==> config.mk <==
export PLATFORM = sky130hd
export DESIGN_NAME = commit_trace_unit
export DESIGN_NICKNAME = d
export VERILOG_FILES = /design/src/rtl/commit_trace_unit.sv
export SDC_FILE = /design/constraint.sdc
export NUM_CORES = 1
export LEC_CHECK = 0
export ABC_AREA = 1
export CORE_MARGIN = 1.5
export CORE_UTILIZATION = 31
export DETAILED_ROUTE_END_ITERATION = 7
export GPL_TIMING_DRIVEN = 0
export REMOVE_ABC_BUFFERS = 1
export SLEW_MARGIN = 20
export SYNTH_ARGS = -nofsm -noshare
export SYNTH_HDL_FRONTEND = slang
export SYNTH_SLANG_ARGS = --single-unit
==> constraint.sdc <==
create_clock -name clk_i -period 8.6 [get_ports clk_i]
set_input_delay 1.29 -clock clk_i [delete_from_list [all_inputs] [get_ports clk_i]]
set_output_delay 1.29 -clock clk_i [all_outputs]
set_load 0.03 [all_outputs]
==> src/rtl/commit_trace_unit.sv <==
// Retirement trace tap: follows ID->EX->MEM->WB alongside the CPU pipeline and queues
// one commit record per retired instruction into a valid/ready FIFO.
module commit_trace_unit #(
    parameter int DEPTH = 8,
    parameter int CNT_W = 16
) (
    input  logic                     clk_i,
    input  logic                     rst_i,
    input  logic                     start_i,
    input  logic                     id_valid_i,
    input  logic [31:0]              id_pc_i,
    input  logic [31:0]              id_inst_i,
    input  logic                     stall_i,
    input  logic                     wb_reg_write_i,
    input  logic [4:0]               wb_rd_i,
    input  logic [31:0]              wb_wdata_i,
    output logic                     trace_valid_o,
    input  logic                     trace_ready_i,
    output logic [31:0]              trace_pc_o,
    output logic [31:0]              trace_inst_o,
    output logic [4:0]               trace_rd_o,
    output logic [31:0]              trace_wdata_o,
    output logic [31:0]              retired_o,
    output logic [CNT_W-1:0]         drop_o,
    output logic                     overflow_o,
    output logic                     halt_o,
    output logic [$clog2(DEPTH):0]   fifo_count_o
);

    localparam int DATA_W = 32;
    localparam int AW     = $clog2(DEPTH);
    localparam int CW     = AW + 1;
    localparam int REC_W  = 3 * DATA_W + 5;

    function automatic logic [CNT_W-1:0] sat_inc(input logic [CNT_W-1:0] v);
        return (&v) ? v : v + CNT_W'(1);
    endfunction

    logic              vld_p0, vld_p1, vld_p2;
    logic [DATA_W-1:0] pc_p0, pc_p1, pc_p2;
    logic [DATA_W-1:0] inst_p0, inst_p1, inst_p2;

    logic [REC_W-1:0]  rec_mem [DEPTH];
    logic [AW-1:0]     wr_ptr, rd_ptr;
    logic [CW-1:0]     count;

    logic              retire, full, empty, pop, push, drop;
    logic [4:0]        rec_rd;
    logic [DATA_W-1:0] rec_wdata;
    logic [REC_W-1:0]  head;

    // Stage p0 = EX, p1 = MEM, p2 = WB; only the valids are reset
    always_ff @(posedge clk_i) begin
        if (rst_i) begin
            vld_p0 <= 1'b0;
            vld_p1 <= 1'b0;
            vld_p2 <= 1'b0;
        end else if (start_i) begin
            vld_p0 <= id_valid_i && !stall_i;
            vld_p1 <= vld_p0;
            vld_p2 <= vld_p1;
        end
    end

    always_ff @(posedge clk_i) begin
        if (start_i) begin
            pc_p0   <= id_pc_i;
            inst_p0 <= id_inst_i;
            pc_p1   <= pc_p0;
            inst_p1 <= inst_p0;
            pc_p2   <= pc_p1;
            inst_p2 <= inst_p1;
        end
    end

    // WB retire: the record pairs tracked pc/inst with the live WB write port
    always_comb begin
        retire    = start_i && vld_p2 && !halt_o;
        rec_rd    = (wb_reg_write_i && (wb_rd_i != 5'd0)) ? wb_rd_i : 5'd0;
        rec_wdata = (rec_rd != 5'd0) ? wb_wdata_i : '0;
        empty     = (count == '0);
        full      = (count == CW'(DEPTH));
        pop       = !empty && trace_ready_i;
        push      = retire && (!full || pop);
        drop      = retire && full && !pop;
    end

    always_ff @(posedge clk_i) begin
        if (push) begin
            rec_mem[wr_ptr] <= {pc_p2, inst_p2, rec_rd, rec_wdata};
        end
    end

    always_ff @(posedge clk_i) begin
        if (rst_i) begin
            wr_ptr     <= '0;
            rd_ptr     <= '0;
            count      <= '0;
            retired_o  <= '0;
            drop_o     <= '0;
            overflow_o <= 1'b0;
            halt_o     <= 1'b0;
        end else begin
            if (push) wr_ptr <= wr_ptr + AW'(1);
            if (pop)  rd_ptr <= rd_ptr + AW'(1);
            count <= count + CW'(push) - CW'(pop);
            if (retire) begin
                retired_o <= retired_o + 32'd1;
                if (inst_p2 == '0) halt_o <= 1'b1;
            end
            if (drop) begin
                drop_o     <= sat_inc(drop_o);
                overflow_o <= 1'b1;
            end
        end
    end

    // Head data is forced to zero while empty so stale memory never shows
    always_comb begin
        head          = rec_mem[rd_ptr];
        trace_valid_o = !empty;
        fifo_count_o  = count;
        trace_pc_o    = '0;
        trace_inst_o  = '0;
        trace_rd_o    = '0;
        trace_wdata_o = '0;
        if (!empty) begin
            trace_pc_o    = head[REC_W-1 -: DATA_W];
            trace_inst_o  = head[REC_W-DATA_W-1 -: DATA_W];
            trace_rd_o    = head[DATA_W +: 5];
            trace_wdata_o = head[DATA_W-1:0];
        end
    end

endmodule

=== Word level (Yosys, flattened, before mapping) ===
Memory sizes are Yosys's and may differ from the RTL's. A register that Yosys moved wholly into a read port is not among the register bits.
Cells that the tools add are included.

* Memories kept: 1
* Input port bits: 108
* Memory bits (writable): 808
* Bits in latches: 0
* Output and inout port bits: 156
* ROM bits: 0
* Logic and storage cells: 56
* Register bits after elaboration: 255

* Bitwise gates (word level): 1
* Multipliers: 0
* Add/sub/neg operators: 6
* Shift operators: 0
* Div/mod/pow operators: 0
* Mux-type cells: 10
* Eq/ne operators: 1
* Magnitude comparators: 0
* Reduce and logical (&&, ||, !) cells: 21

{| class="wikitable"
|+ Memories
! memory !! depth !! bits a word !! read ports !! clocked after Yosys merged registers in !! wr ports !! RTL line !! source
|-
| rec_mem || 8 || 101 || 1 || 1 || 1 || 43 || <nowiki>logic [REC_W-1:0] rec_mem [DEPTH];</nowiki>
|}

{| class="wikitable"
|+ Operators by type and width
! cell !! count
|-
| 32-bit 2-to-1 mux || 4
|-
| 32-bit by 1-bit adder with 32-bit output, second input constant || 1
|-
| 32-bit logical NOT || 1
|-
| 16-bit by 1-bit adder with 16-bit output, second input constant || 1
|-
| 16-bit AND reduction || 1
|-
| 5-bit 2-to-1 mux || 2
|-
| 5-bit nonzero test || 2
|-
| 1-bit logical AND || 8
|-
| 3-bit by 1-bit adder with 3-bit output, second input constant || 2
|-
| 3-bit 2-to-1 mux || 2
|-
| 1-bit logical NOT || 5
|-
| 4-bit by 1-bit adder with 4-bit output || 1
|-
| 4-bit equality test, second input constant || 1
|-
| 4-bit logical NOT || 1
|-
| 2-bit AND reduction || 2
|-
| 4-bit by 1-bit subtractor with 4-bit output || 1
|-
| 1-bit 2-to-1 mux || 2
|-
| 1-bit logical OR || 1
|-
| 1-bit inverter || 1
|}

=== Depth between registers and ports, before layout ===
Gate-level depths: netlist (run 1).

* Word-level depth: 7
* Depth in mapped cells: 14
* Depth with buffers taken out: 14

=== Worst setup path before layout (run 1) ===
Ideal clock, no wire load.

* Path kind: input -> register
* From: input trace_ready_i
* To: memory rec_mem[0][0] (netlist bit) (enable)
* Cell stages on the path: 6
* Slack: 1.917 ns
* Arrival: 6.121 ns
* Buffers on the path: 0
* Setup time: 0.562 ns
* Data required time: 8.038 ns
* Cells stage by stage: nand2_1 -> inv_2 -> nor2_1 -> nor2_1 -> nand2_1 -> nor2_1

* Word-level cells in the longest chain between the ends: 5

{| class="wikitable"
|+ Ends and longest elaborated chain
! element !! RTL line !! source
|-
| start: declaration || 18 || <nowiki>input logic trace_ready_i,</nowiki>
|-
| 1-bit logical AND || 83 || <nowiki>pop = !empty && trace_ready_i;</nowiki>
|-
| 1-bit logical OR || 84 || <nowiki>push = retire && (!full || pop);</nowiki>
|-
| 1-bit logical AND || 84 ||
|-
| 1-bit 2-to-1 mux || 89 || <nowiki>if (push) begin</nowiki>
|-
| 1-bit 2-to-1 mux (implied by the code) || 90 || <nowiki>rec_mem[wr_ptr] <= {pc_p2, inst_p2, rec_rd, rec_wdata};</nowiki>
|-
| end: declaration || 43 ||
|}

No other way between the ends.

==> results.md, run 1 <==
- Status: finished clean
- Worst R2R End: rec_mem[1][99]$_DFFE_PP_
- CTS clock-pin slew for the worst setup and hold paths: roughly 0.060 ns
- #FFs+latches synth: 1066
- Achievable clock frequency: about 190 MHz
- Crit-path max FO: 180
- Clock Sinks: 1066
- Largest area contributor in the netlist: edfxtp_1
- Reg2reg path depth: 13
- Worst Path Arrival: 3.95 ns
- Post-CTS resize count: 0
- Final Net Count: 3693
- Syn Area/Cell: 12.49 sq um
- Largest net degree at the start of global routing: 181
- Cts-stage hold buffer count: 0
- DR vias: 25310
- Hold_sp: inst_p1[0]$_DFFE_PP_
- Crit path time final: approximately 5.2 ns
- Global route total overflow: 0
- Least-Margin Pin Slew: about 0.99 ns
- GP Congestion: about 0.78
- Gr usage total: between 10% and 20%
- Min setup slack post-route: 3.360 ns
- IO Count: roughly 260
- Routed WL per cell: 17.75 microns
- Type of the worst min-delay path: flip-flop to flip-flop
- Antenna-violating nets left: 0
- Most frequent cells in the layout: 1000 x edfxtp_1, 954 x nor2_1, 450 x o21ai_0, 279 x o21ai_1, 262 x clkdlybuf4s50_1
- P_leak: ~0.017 uW
- Setup violators final: 0
- Worst Setup End Kind: output port
- # DRC: 0
- Unique masters post-synth: 35
- Final WL: 96380 microns
- Dpl ws: 3.569 ns
- CTS Buf Count: between 100 and 150
- Syn. warnings: 0
- RSZ-0062 raised after global routing: false
- Reg2Reg Setup Slack: 4.50 ns
- Mapped Area: ~41000 sq um
- Setup repair bufs after CTS: 0
- Reg-to-Reg Start: fifo_count_o[2]$_SDFF_PP0_
- Max-cap violations: 0
- First DRT Iteration DRCs: between 2000 and 2500
- DR pass1 iterations: 5
- TritonCTS clock tree: built
- Critical setup path kind: flip-flop to output port
- Max Slew Vio Count: 0
- Share of layout cells above drive strength 1: under 10%
- Yosys top cell area share: between 70 and 80%
- Power Density: slightly below 300 nW/um^2
- Hold Path Depth: 0
- Clock Latency Late Sink: between 0.7 and 0.8 ns
- Global-route wire length before repair: about 150000 microns
- Core Footprint: between 100000 and 150000 sq um
- Critical path startpoint category: flip-flop
- Vias in the first global route: 24416
- Relative slew slack: around 34%
- Final critical-path share of the clock period: 60.93%
- Crit path max-delay cell type: clkdlybuf4s50_1
- Worst-path cell chain: buf_16 -> inv_16 -> buf_16 -> o21ai_0 -> o21ai_0 -> o21ai_0 -> nor2_1 -> clkdlybuf4s50_1
- Leading cell type in the layout, fill and taps excluded: edfxtp_1
- Die height: around 370 microns
- FP Rows: roughly 130
- Die area: about 140000 sq um
- Via density: between 4 and 5
- Design Power: 14730 uW
- Critical path's largest stage delay: slightly above 0.7 ns
- Initial Utilization: 31.33%
- Critical path required time: about 7.3 ns
- Antenna violations before repair: 4
- Synthesis-to-layout area growth: 23.16%
- Deepest clock path buffer count: 3
- Seq/Total Area, Yosys: between 70% and 80%
- H-tree levels: 3
- Crit-path most repeated cell: o21ai_0
- VDD IR max: ~0.00016 V
- Hold worst-path end: inst_p2[0]$_DFFE_PP_
- Cells after Synth: around 3300
- Area contributors post-synth: edfxtp_1 73%, nor2_1 8.7%, o21ai_0 5.5%
- Die W: 368.0 microns
- Port Buffers: ~260
- Fin. Hold Viols: 0
- Detailed Place HPWL: around 58000 microns
- Setup Skew: around 0.028 ns
- CTS Root Cell: clkbuf_16
-- synth_stat cells (all sizes together) --
master,count
a21oi,41
a22oi,1
and2,2
and3,1
buf,83
clkbuf,98
dfxtp,66
edfxtp,1000
fa,1
ha,9
inv,106
nand2,125
nand3,49
nand4,13
nor2,971
nor3,5
o21a,1
o21ai,730
xnor2,3
xor2,2
-- cell type report --
class / instances / area (sq um)
Antenna cell: 1 / 2.502
Clock buffer: 141 / 3003
Clock inverter: 71 / 695.7
Fill cell: 12358 / 80940
Inverter: 106 / 421.7
Multi-Input combinational cell: 1954 / 8766
Sequential cell: 1066 / 31360
Tap cell: 1755 / 2196
Timing Repair Buffer: 336 / 4414
-- power breakdown --
part           switching [uW]  internal, uW
combinational            2610          1410
sequential                115          5800
clock                    2010          2780
total                    4730         10000
-- critical path: cells and delay by family (launching register included) --
kind	cells	cell delay, ns
buffers and inverters	4	1.60
DFF	1	0.48
and+or+nand+nor	1	0.23
AOI/OAI and AO/OA	3	0.45
-- registers in the layout, summed over array words and instances, names as in the netlist, named ones only --
register / flops
inst_p0: 32
rd_ptr: 3
vld_p2: 1
inst_p2: 32
fifo_count_o: 4
vld_p1: 1
rec_mem: 808
pc_p0: 32
drop_o: 16
pc_p2: 32
halt_o: 1
wr_ptr: 3
vld_p0: 1
inst_p1: 32
pc_p1: 32
retired_o: 32
overflow_o: 1
-- how the worst max path moves through the flow --
stage,to,slack [ns]
final,trace_wdata_o[5],3.36
after global routing,trace_wdata_o[3],3.19
after CTS,trace_rd_o[1],3.38
after detailed placement,rec_mem[1][18]$_DFFE_PP_,3.57
after global placement,trace_rd_o[1],-19.44
after floorplan,trace_inst_o[0],-4.21
-- cell families after synthesis --
kind of cell | count (synthesis) | synth area share [%]
fa+ha+maj | 10 | 0.3212
buf+inv | 287 | 3.045
flops | 1066 | 75.92
compound gates | 773 | 9.417
simple gates | 1166 | 11.19
xor+xnor | 5 | 0.1061
-- metal layers --
metal / vias to the layer above / GRT usage [%] / wire length, microns
met5: - / 0 / 38
met4: 6 / 4.353 / 2111
met3: 143 / 3.308 / 5952
met2: 599 / 22.22 / 44240
met1: 12349 / 19.09 / 44030
li1: 12213 / - / -
-- metrics by stage --
| step | hold WS [ns] | utilization (%) | TNS, ns | instance area [sq um] | instances |
|---|---|---|---|---|---|
| 2_1_floorplan | 0.4003 | - | -422.79 | 40440 | 3126 |
| 3_3_place_gp | 0.4006 | 34.35 | - | 45270 | 5144 |
| 3_5_place_dp | 0.4045 | 35.78 | 0 | 47160 | 5217 |
| 4_1_cts | 0.4137 | 38.59 | 0 | 50860 | 5429 |
| 5_1_grt | 0.4181 | 38.59 | 0 | 50860 | 5429 |
| 6_report | 0.4126 | 38.59 | 0 | 50860 | 5430 |
(Power assumes the default switching activity.)
==> inputs of run 2 (changes only) <==
==> constraint.sdc (replaced) <==
create_clock -name clk_i -period 4.72 [get_ports clk_i]
set_input_delay 0.708 -clock clk_i [delete_from_list [all_inputs] [get_ports clk_i]]
set_output_delay 0.708 -clock clk_i [all_outputs]
set_load 0.03 [all_outputs]
==> run 2 against run 1 <==
Effect of this change:
- register-to-register slack got worse by 3.9 ns
- critical path depth fell by 1
- hold slack got worse by 0.038 ns
- sequential power rose by 82%
- combinational power rose by 84%
- sequential share of layout area fell by 0.058 points
- highest routed layer unchanged
- non-clock buffer count rose by 2
- final area barely moved
- first-iteration DRC count fell by 2.8%
- clock skew rose by 0.00097 ns
- critical endpoint is now trace_inst_o[5]
==> results.md, run 2 (same netlist as run 1, synthesis figures left out) <==
- Status: finished clean
- Antenna-violating nets left: 0
- Hold Path Depth: 1
- Die height: between 300 and 400 microns
- Max-cap violations: 0
- Dpl ws: 0.2711 ns
- Reg2reg path depth: 13
- Cts-stage hold buffer count: 0
- Die W: around 370 microns
- Vias in the first global route: between 20000 and 25000
- Setup repair bufs after CTS: 0
- Largest Register: rec_mem
- Die area: approximately 140000 sq um
- Port Buffers: roughly 260
- Max reg flops: ~810
- P_leak: 0.01693 uW
- Max Slew Vio Count: 0
- Final Util: about two fifths
- Crit path time final: 4.465 ns
- Clock Sinks: 1066
- DR vias: ~25000
- Clock Latency Late Sink: 0.74 ns
- VDD IR max: ~0.00029 V
- Critical setup path kind: flip-flop to output port
- Crit-path max FO: 59
- Leading cell type in the layout, fill and taps excluded: edfxtp_1
- Ant diodes: 0
- Clk pwr share: 32.5%
- Via density: 4.678
- Worst R2R End: rec_mem[1][99]$_DFFE_PP_
- H-tree levels: 3
- Post-CTS resize count: 0
- Switch Pwr: just under 9000 uW
- Detailed Place HPWL: approximately 58000 microns
- Design Power: 26920 uW
- Type of the worst min-delay path: input port to flip-flop
- Final Net Count: ~3700
- Global route total overflow: 0
- Global-route wire length before repair: about 150000 microns
- CTS Root Cell: clkbuf_16
- Gr usage total: between 10% and 20%
- DR pass1 iterations: 5
- Critical path startpoint category: flip-flop
- Initial Utilization: 31.33%
- Fin. Hold Viols: 0
- Critical path required time: roughly 4 ns
- Setup violators final: 0
- Sequential share of power: 40.1%
- Min setup slack post-route: approximately 0.25 ns
- RSZ-0062 raised after global routing: false
- CTS Buf Count: ~110
- Reg-to-Reg Start: fifo_count_o[2]$_SDFF_PP0_
- Worst Path Arrival: between 3 and 4 ns
- IO Count: around 260
- # DRC: 0
- Share of layout cells above drive strength 1: ~8%
- CTS clock-pin slew for the worst setup and hold paths: 0.06 ns
- Sw Ratio: 32.26%
- Achievable clock frequency: 223.9 MHz
- Most frequent cells in the layout: 1000 x edfxtp_1, 954 x nor2_1, 450 x o21ai_0, 279 x o21ai_1, 262 x clkdlybuf4s50_1
- Setup Skew: 0.02941 ns
- Final critical-path share of the clock period: 94.61%
- First DRT Iteration DRCs: 1947
- Final hold slack: approximately 0.37 ns
- Hold worst-path end: pc_p0[6]$_DFFE_PP_
- Worst Setup End Kind: output port
- Core Footprint: 131800 sq um
- Register area: ~31000 sq um
- Fillers: between 10000 and 15000
- Largest net degree at the start of global routing: 181
- TritonCTS clock tree: built
- Routed WL per cell: 18.03 microns
- Antenna violations before repair: 4
- Relative slew slack: roughly two fifths
- GP Congestion: slightly below 0.8
- Least-Margin Pin Slew: about 0.9 ns
- Hold_sp: start_i
- Reg2Reg Setup Slack: about 0.62 ns
- Synthesis-to-layout area growth: 23.28%
- FP Rows: ~130
- Deepest clock path buffer count: 3
- Logic pwr share: between 20 and 30%
- Area of the multi-input gates: just under 9000 sq um
- Final WL: between 90000 and 100000 microns
- Cell-internal power: 18230 uW
- Power Density: approximately 530 nW/um^2
## run 2: layout make-up
class | instances | area share [%]
clock buffer | 141 | 5.899
clock inverter | 71 | 1.367
inverter | 106 | 0.8283
multi-input combinational | 1954 | 17.22
sequential | 1066 | 61.60
tap | 1755 | 4.313
timing repair buffer | 338 | 8.769
## run 2: power by group through the flow
stage          Combinational [uW]  Sequential [uW]  Clock [uW]
3_5_place_dp                 7390            11000           0
6_report                     7390            10800        8740
4_1_cts                      7420            10800        8980
5_1_grt                      8110            10800        9350
3_3_place_gp                 5720            11400           0
2_1_floorplan                4230            11300           0
## run 2: how the worst max path moves through the flow
stage / startpoint / endpoint / slack [ns] / cells past startpoint
6_report: flip-flop / trace_inst_o[5] / 0.25 / 7
3_5_place_dp: start_i / rec_mem[1][18]$_DFFE_PP_ / 0.27 / 10
2_1_floorplan: flip-flop / trace_inst_o[0] / -7.50 / 5
3_3_place_gp: flip-flop / trace_rd_o[1] / -22.74 / 6
5_1_grt: flip-flop / trace_inst_o[5] / 0.05 / 7
4_1_cts: flip-flop / trace_rd_o[1] / 0.08 / 8
## run 2: worst max-delay path, stage by stage, from the launching register on
cell and delay (ns):
dfxtp_4 0.50, buf_16 0.27, buf_16 0.21, inv_8 0.34
buf_16 0.31, o21ai_1 0.13, nor2_1 0.14, clkdlybuf4s50_1 0.87
## run 2: routing by layer
layer | GRT usage [%] | wire length [microns]
met1 | 19.09 | 44370
met2 | 22.22 | 45110
met4 | 4.353 | 2116
met5 | 0 | 40
met3 | 3.308 | 6277
## run 2: metrics by stage
| step | std cells | TNS (ns) | cell area [sq um] |
|---|---|---|---|
| after floorplan | 3126 | -2780.75 | 40440 |
| after global placement | 5144 | - | 45270 |
| after detailed placement | 5217 | 0 | 47160 |
| after CTS | 5429 | 0 | 50860 |
| after global routing | 5431 | 0 | 50910 |
| final | 5431 | 0 | 50910 |
